$ cat config.mk
export PLATFORM = sky130hd
export DESIGN_NAME = ripple_carry_adder
export DESIGN_NICKNAME = d
export VERILOG_FILES = /design/src/rtl/ripple_carry_adder_fa.sv /design/src/rtl/ripple_carry_adder.sv
export SDC_FILE = /design/constraint.sdc
export NUM_CORES = 1
export LEC_CHECK = 0
export CAP_MARGIN = 20
export CORE_AREA = 2 2 39 41
export DETAILED_ROUTE_END_ITERATION = 8
export DIE_AREA = 0 0 41 43
export MAX_ROUTING_LAYER = met4
export PLACE_DENSITY = 0.72
export SETUP_SLACK_MARGIN = 0.4
export SKIP_LAST_GASP = 1
export SLEW_MARGIN = 20
export SYNTH_ARGS = -nofsm -noshare
export SYNTH_HDL_FRONTEND = slang
export SYNTH_SLANG_ARGS = --single-unit
$ cat constraint.sdc
create_clock -name clk -period 0.8 [get_ports clk]
set_input_delay 0.16 -clock clk [delete_from_list [all_inputs] [get_ports clk]]
set_output_delay 0.16 -clock clk [all_outputs]
set_load 0.1 [all_outputs]
$ cat src/rtl/ripple_carry_adder_fa.sv
// full_adder_cell: one-bit full adder, purely combinational (0 cycles).
// No state, no handshake; one cell per bit of the ripple chain.
module full_adder_cell (
  input  logic a,
  input  logic b,
  input  logic ci,
  output logic s,
  output logic co
);

  logic p;

  assign p  = a ^ b;
  assign s  = p ^ ci;
  assign co = (a & b) | (ci & p);

endmodule

$ cat src/rtl/ripple_carry_adder.sv
// WIDTH-bit ripple-carry adder with carry/overflow flags; result registered, 1-cycle latency.
// No backpressure: every cycle with in_valid=1 is accepted; idle cycles hold the last result.
module ripple_carry_adder #(
  parameter int WIDTH = 4
) (
  input  logic             clk,
  input  logic             rst,
  input  logic             in_valid,
  input  logic [WIDTH-1:0] a,
  input  logic [WIDTH-1:0] b,
  input  logic             cin,
  output logic             out_valid,
  output logic [WIDTH-1:0] sum,
  output logic             cout,
  output logic             ovf
);

  logic [WIDTH-1:0] s_w;
  logic             carry_out_w;
  logic             carry_msb_w;

  // Per-bit carry nets live in their own generate scope so the chain is not one self-feeding vector.
  for (genvar i = 0; i < WIDTH; i++) begin : g_bit
    logic ci_w;
    logic co_w;

    if (i == 0) begin : g_first
      assign ci_w = cin;
    end else begin : g_rest
      assign ci_w = g_bit[i-1].co_w;
    end

    full_adder_cell u_fa (
      .a  (a[i]),
      .b  (b[i]),
      .ci (ci_w),
      .s  (s_w[i]),
      .co (co_w)
    );
  end

  assign carry_out_w = g_bit[WIDTH-1].co_w;
  assign carry_msb_w = g_bit[WIDTH-1].ci_w;

  logic             out_valid_q, out_valid_d;
  logic [WIDTH-1:0] sum_q, sum_d;
  logic             cout_q, cout_d;
  logic             ovf_q, ovf_d;

  always_comb begin
    out_valid_d = in_valid;
    sum_d       = sum_q;
    cout_d      = cout_q;
    ovf_d       = ovf_q;
    if (in_valid) begin
      sum_d  = s_w;
      cout_d = carry_out_w;
      ovf_d  = carry_out_w ^ carry_msb_w;
    end
  end

  always_ff @(posedge clk or posedge rst) begin
    if (rst) begin
      out_valid_q <= 1'b0;
      sum_q       <= '0;
      cout_q      <= 1'b0;
      ovf_q       <= 1'b0;
    end else begin
      out_valid_q <= out_valid_d;
      sum_q       <= sum_d;
      cout_q      <= cout_d;
      ovf_q       <= ovf_d;
    end
  end

  assign out_valid = out_valid_q;
  assign sum       = sum_q;
  assign cout      = cout_q;
  assign ovf       = ovf_q;

endmodule

* Word level (Yosys, flattened, before mapping)
Cells that the tools add are included.
** Word-level totals
- Register bits :: 7
- RAM bits :: 0
- Memories :: 0
- ROM bits :: 0
- Word-level logic and storage cells :: 25
- Bits in latches :: 0
** Cells by class
- $mul :: 0
- Shift operators :: 0
- Divide/modulo/power cells :: 0
- Equality and inequality tests :: 0
- Bitwise gates (word level) :: 21
- Reductions and logical operators :: 0
- Add/sub/neg operators :: 0
- Muxes and demuxes :: 0
- Order comparisons :: 0
** Operators with widths (number)
- $xor 1x1->1 :: 9
- $and 1x1->1 :: 8
- $or 1x1->1 :: 4

* Logic depth before layout (Yosys ltp)
- Depth in word-level cells :: 10
- Mapped depth :: 9
- Mapped depth without buffers :: 9

* Hierarchy
A second synthesis with hierarchy kept.
** Second synthesis, totals
- Cells, all modules :: 21
- Area total of the unflattened synthesis :: 362.8 µm²
** Modules (own cells, without submodules)
- ripple_carry_adder :: instances 1, area an instance 282.8 µm², cells each 17, sequential area each 175.2 µm²
- full_adder_cell :: instances 4, area an instance 20.0 µm², cells each 1, sequential area each 0.0 µm²

* Worst setup path after synthesis
No wires, ideal clock.
- Path kind :: input-to-reg
- Start :: input port a[0]
- End :: register ovf_q (netlist: ovf)
- Setup slack :: -1.090 ns
- Stages on the path :: 9
- Data arrival time :: 1.764 ns
- Library setup time :: 0.126 ns
- Cell sequence :: fa_1 inv_1 fa_1 inv_1 fa_1 inv_1 fa_1 xnor2_1 mux2_4
** On the way
- Cells in the longest elaborated chain, start to end :: 10
** RTL lines
- start, declared :: RTL line ripple_carry_adder.sv:9 : input logic [WIDTH-1:0] a,
- $xor 1x1->1 :: RTL line ripple_carry_adder_fa.sv:13 : assign p = a ^ b;
- $and 1x1->1 :: RTL line ripple_carry_adder_fa.sv:15 : assign co = (a & b) | (ci & p);
- $or 1x1->1 * :: RTL line ripple_carry_adder_fa.sv:15
- $and 1x1->1 * :: RTL line ripple_carry_adder_fa.sv:15
- $or 1x1->1 * :: RTL line ripple_carry_adder_fa.sv:15
- $and 1x1->1 * :: RTL line ripple_carry_adder_fa.sv:15
- $or 1x1->1 * :: RTL line ripple_carry_adder_fa.sv:15
- $and 1x1->1 :: RTL line ripple_carry_adder_fa.sv:15
- $or 1x1->1 :: RTL line ripple_carry_adder_fa.sv:15
- $xor 1x1->1 * :: RTL line ripple_carry_adder.sv:58 : ovf_d = carry_out_w ^ carry_msb_w;
- end signal, assigned :: RTL line ripple_carry_adder.sv:72 : ovf_q <= ovf_d;
- end, declared :: RTL line ripple_carry_adder.sv:48 : logic ovf_q, ovf_d;
Mark *: on every way between the ends. The rest lies on a longest branch, timed or not.
A chain may end at the register's enable or synchronous reset.

* Worst setup path after layout
- Start :: input port b[0]
- End :: register ovf_q (netlist: ovf)
** On the way
- Cells in the longest elaborated chain, start to end :: 10
** RTL lines
- start, declared :: RTL line ripple_carry_adder.sv:10 : input logic [WIDTH-1:0] b,
- $xor 1x1->1 :: RTL line ripple_carry_adder_fa.sv:13
- $and 1x1->1 :: RTL line ripple_carry_adder_fa.sv:15
- $or 1x1->1 * :: RTL line ripple_carry_adder_fa.sv:15
- $and 1x1->1 * :: RTL line ripple_carry_adder_fa.sv:15
- $or 1x1->1 * :: RTL line ripple_carry_adder_fa.sv:15
- $and 1x1->1 * :: RTL line ripple_carry_adder_fa.sv:15
- $or 1x1->1 * :: RTL line ripple_carry_adder_fa.sv:15
- $and 1x1->1 :: RTL line ripple_carry_adder_fa.sv:15
- $or 1x1->1 :: RTL line ripple_carry_adder_fa.sv:15
- $xor 1x1->1 * :: RTL line ripple_carry_adder.sv:58
Marks and branches as above.

==> flow_results.org <==
** Outcome
- The run finished, with violations left.
- Violated checks :: negative setup slack

** Critical path
- The worst setup path is launched from a primary input.
- Maximum fanout encountered on the critical timing path :: 2
- STA puts the critical path data required time at 0.93 ns.
- Largest delay contributor family on the critical path :: adder cells
- The slowest stage of the critical path is the sky130_fd_sc_hd__fa_2 cell.
- Depth of the worst register-to-register path :: 2
- The largest single stage delay on the critical path is 0.37 ns.
- Cell chain of the critical path :: buf_6, fa_2, inv_2, fa_2, inv_2, fa_2, buf_4, buf_4, xnor2_2, mux2_4
- Startpoint of the worst setup timing path :: b[0]
- In this run the critical register-to-register path is captured at ovf$_DFFE_PP0P_.
- Reg2Reg Launch Point :: ovf$_DFFE_PP0P_
- Among the stages of the critical path, the cell type that occurs most often is sky130_fd_sc_hd__fa_2.
- Data on the critical path arrives at its endpoint at 1.88 ns.
- Capture point of the worst path :: ovf$_DFFE_PP0P_
- By startpoint and endpoint, the worst setup path is classified as in2reg.
- Crit path depth :: 10
- Setup slack on the worst reg-to-reg path comes out at -0.20 ns.
- Counting both buffers and inverters, the worst setup path holds a total of 5.
- STA classifies the critical path endpoint as a flip-flop.

** Route
- Via density :: 3.89
- Count of antenna-violating nets left after detailed routing :: 0
- Summed over all layers, the routed wires come to 809 um.
- Routed len/inst :: 10.6 um
- Met3 wire len :: 49 um
- The routed layout has 296 vias.
- M1 WL :: 292 um
- The detailed router finished its first iteration with 0 violations.
- For this run, the detailed router's first-pass iteration total came to 1.
- Summed over all nets, wire length on met2 after detailed routing comes to 466 um.
- Max layer used :: met3
- For this run, design rule violations remaining after detail routing come to 0.

** STA
- Final hold violation count :: 0
- Measured against its own limit, the worst slew margin works out to 90.1%.
- Setup violations, final :: 13
- The routed design could run at a clock period as short as 1.75 ns.
- Timing would allow up to 571 MHz.
- Clock skew after layout :: 0 ns
- Hold is met by 0.119 ns.
- The total count of max-transition violations in the final report came to 0.
- Final setup margin :: -0.951 ns
- Setup repair after global routing could not meet its margin everywhere.
- Of the available clock period, the critical path in the final layout requires 219%.
- For the pin with the worst max-slew slack, the measured transition is 0.148 ns.

** Floorplan
- Area of the die :: 1760 um2
- 19 I/O pins were placed.
- The die is 41 um wide.
- For this configuration, the core starts out at a cell density of 27.2%.
- Y dimension of the die :: 43 um
- The initialized floorplan defines 14 standard-cell rows.
- The core region is 1380 um2.

** Synthesis
- Summed over all instances, the cell type with the most area after synthesis is sky130_fd_sc_hd__dfrtp_1.
- Multiplexer share of the synthesized area :: 12.0%
- Post-Synth Adder-Cell Area :: 21.3%
- In this run the mean area of a mapped cell was 12.6 um2.
- In the post-synthesis netlist, the biggest area contributors are sky130_fd_sc_hd__dfrtp_1 47%, sky130_fd_sc_hd__fa_1 21%, sky130_fd_sc_hd__mux2_4 12%.
- After synthesis the netlist holds a flip-flop and latch count of 7.
- Summing the areas of all compound-gate instances in the mapped netlist gives 3.99% of the synthesized area.
- Main combinational cell family by area after synthesis :: adder cells
- Post-Synth XOR/XNOR Area :: 2.33%
- Yosys printed 0 warnings.
- Netlist Area Pre-Place :: 377 um2
- Counting distinct cell types in the post-synthesis netlist gives 8.
- After synthesis, the largest area contributor takes up 46.5% of total cell area.
- Synthesized net count :: 46
- Sequential-to-total area share from yosys stat :: 46.5%
- Basic-gate share of the synthesized area counting and, or, nand and nor cells :: 2.99%
- Number of cells produced by synthesis :: 30

** Cells and area
- The post-route netlist has 71.7% of its cells at a drive strength greater than 1.
- Fillers :: 130
- In the final design database the tool counted 77 nets.
- Relative to the synthesized area, the layout overhead comes to 108%.
- Number of diodes :: 0
- In the layout the commonest cells are 7 x sky130_fd_sc_hd__buf_12, 7 x sky130_fd_sc_hd__buf_4, 6 x sky130_fd_sc_hd__dfrtp_4.

** Power
- Power density cells :: 2380 nW/um2
- Sequential power share :: 27.7%
- Net switching is 42.1% of the power.
- Static Leakage :: 0.368 nW
- Portion of total power attributed to combinational logic :: 55.4%
- Peak supply drop :: 1.22 mV
- Post-layout power :: 1.86 mW
- Net Switching :: 784 uW
- In this run, the clock network consumes 16.9% of the power.
- Cell Int Power :: 1.08 mW

** Clocking
- The tree is rooted in a sky130_fd_sc_hd__clkbuf_4.
- Clock Sinks :: 7
- Number of hold buffers added after cts :: 0
- TritonCTS built the clock tree.
- H-tree levels :: 1
- Counting along the longest clock path gives a buffer depth of 2.
- Clk slew on worst S/H paths :: 0.05 ns
- Clock latency on the worst-skew pair :: 0.24 ns
- Cts bufs inserted :: 3

** Global routing
- The number of global-route vias before repair is 331.
- Sum of overflow across all layers after global routing :: 0
- Across every metal layer, demand over resource in global routing totals 12.2%.
- Entering global routing, the biggest net connects 11 pins.
- The first global-routing pass estimated 1330 um of wire.
- The initial antenna violation count is 0.

** Placement
- Number of port buffers :: 18
- Final RePlAce weighted congestion :: 0.632
- OpenSTA, run right after detailed placement, puts the worst setup slack at -1.61 ns.

** Min path
- The worst hold path belongs to the class in2async.

** Job
- Max-cap violations in this run came to 0.
[how the worst min path moves through the flow]
| stage | startpoint | endpoint | slack [ns] |
|---|---|---|---|
| floorplan | rst | sum[3]$_DFFE_PP0P_ | -0.04 |
| global placement | rst | out_valid$_DFF_PP0_ | 0.41 |
| detailed placement | rst | sum[0]$_DFFE_PP0P_ | 0.40 |
| CTS | rst | sum[1]$_DFFE_PP0P_ | 0.15 |
| global route | rst | ovf$_DFFE_PP0P_ | 0.13 |
| finish | rst | cout$_DFFE_PP0P_ | 0.12 |
[routing by layer]
layer  global-route usage (%)  vias to the layer above
li1                         -                      147
met1                     13.6                      138
met2                     18.4                       11
met3                     3.14                        0
met4                     8.00                        0
met5                        -                        -
[logic make-up (layout without fill, tap and decap cells)]
logic type | count (synthesis) | count (layout)
buffers and inverters | 9 | 39
DFF | 7 | 7
adders and majority gates | 4 | 4
AOI/OAI and AO/OA | 3 | 3
muxes | 3 | 3
and+or+nand+nor | 3 | 3
xor gates and xnor gates | 1 | 1
[state kept, by name, summed over array words and instances, names as in the netlist]
name / count
cout: 1
out_valid: 1
sum: 4
ovf: 1
[synth_stat cells]
master                    instances
sky130_fd_sc_hd__nor2_1           3
sky130_fd_sc_hd__xnor2_1          1
sky130_fd_sc_hd__dfrtp_1          7
sky130_fd_sc_hd__a21oi_1          3
sky130_fd_sc_hd__buf_6            1
sky130_fd_sc_hd__inv_1            8
sky130_fd_sc_hd__fa_1             4
sky130_fd_sc_hd__mux2_4           3
[power by group through the flow]
stage / logic (mW) / registers [mW] / clock network [mW]
final: 1.03 / 0.516 / 0.314
after floorplan: 0.145 / 0.943 / 0
after detailed placement: 0.954 / 0.528 / 0
after global routing: 1.08 / 0.525 / 0.349
after global placement: 0.942 / 0.523 / 0
after CTS: 1.02 / 0.519 / 0.321
[layout make-up]
class	count	area (um2)	share of cell area, %
Timing Repair Buffer	27	323	41.3
Sequential cell	7	198	25.3
Inverter	8	30.0	3.84
Multi-Input combinational cell	14	185	23.7
Tap cell	16	20.0	2.56
Clock buffer	4	26.3	3.36
[repair_timing]
item,CTS,global route
pin swaps,6,5
gates cloned,0,1
endpoints found under the setup margin,14,21
resized for setup,22,3
setup buffers,3,3
[through the flow]
stage          util (%)  instances  setup TNS (ns)  cell area [um2]
2_1_floorplan         -         30           -4.41              409
3_3_place_gp       49.4         65           -7.23              683
3_5_place_dp       49.4         65           -7.52              683
4_1_cts            54.1         72           -5.77              748
5_1_grt            56.5         76           -5.85              782
6_report           56.5         76           -5.40              782
No activity file was read; power rests on OpenSTA's default activity.
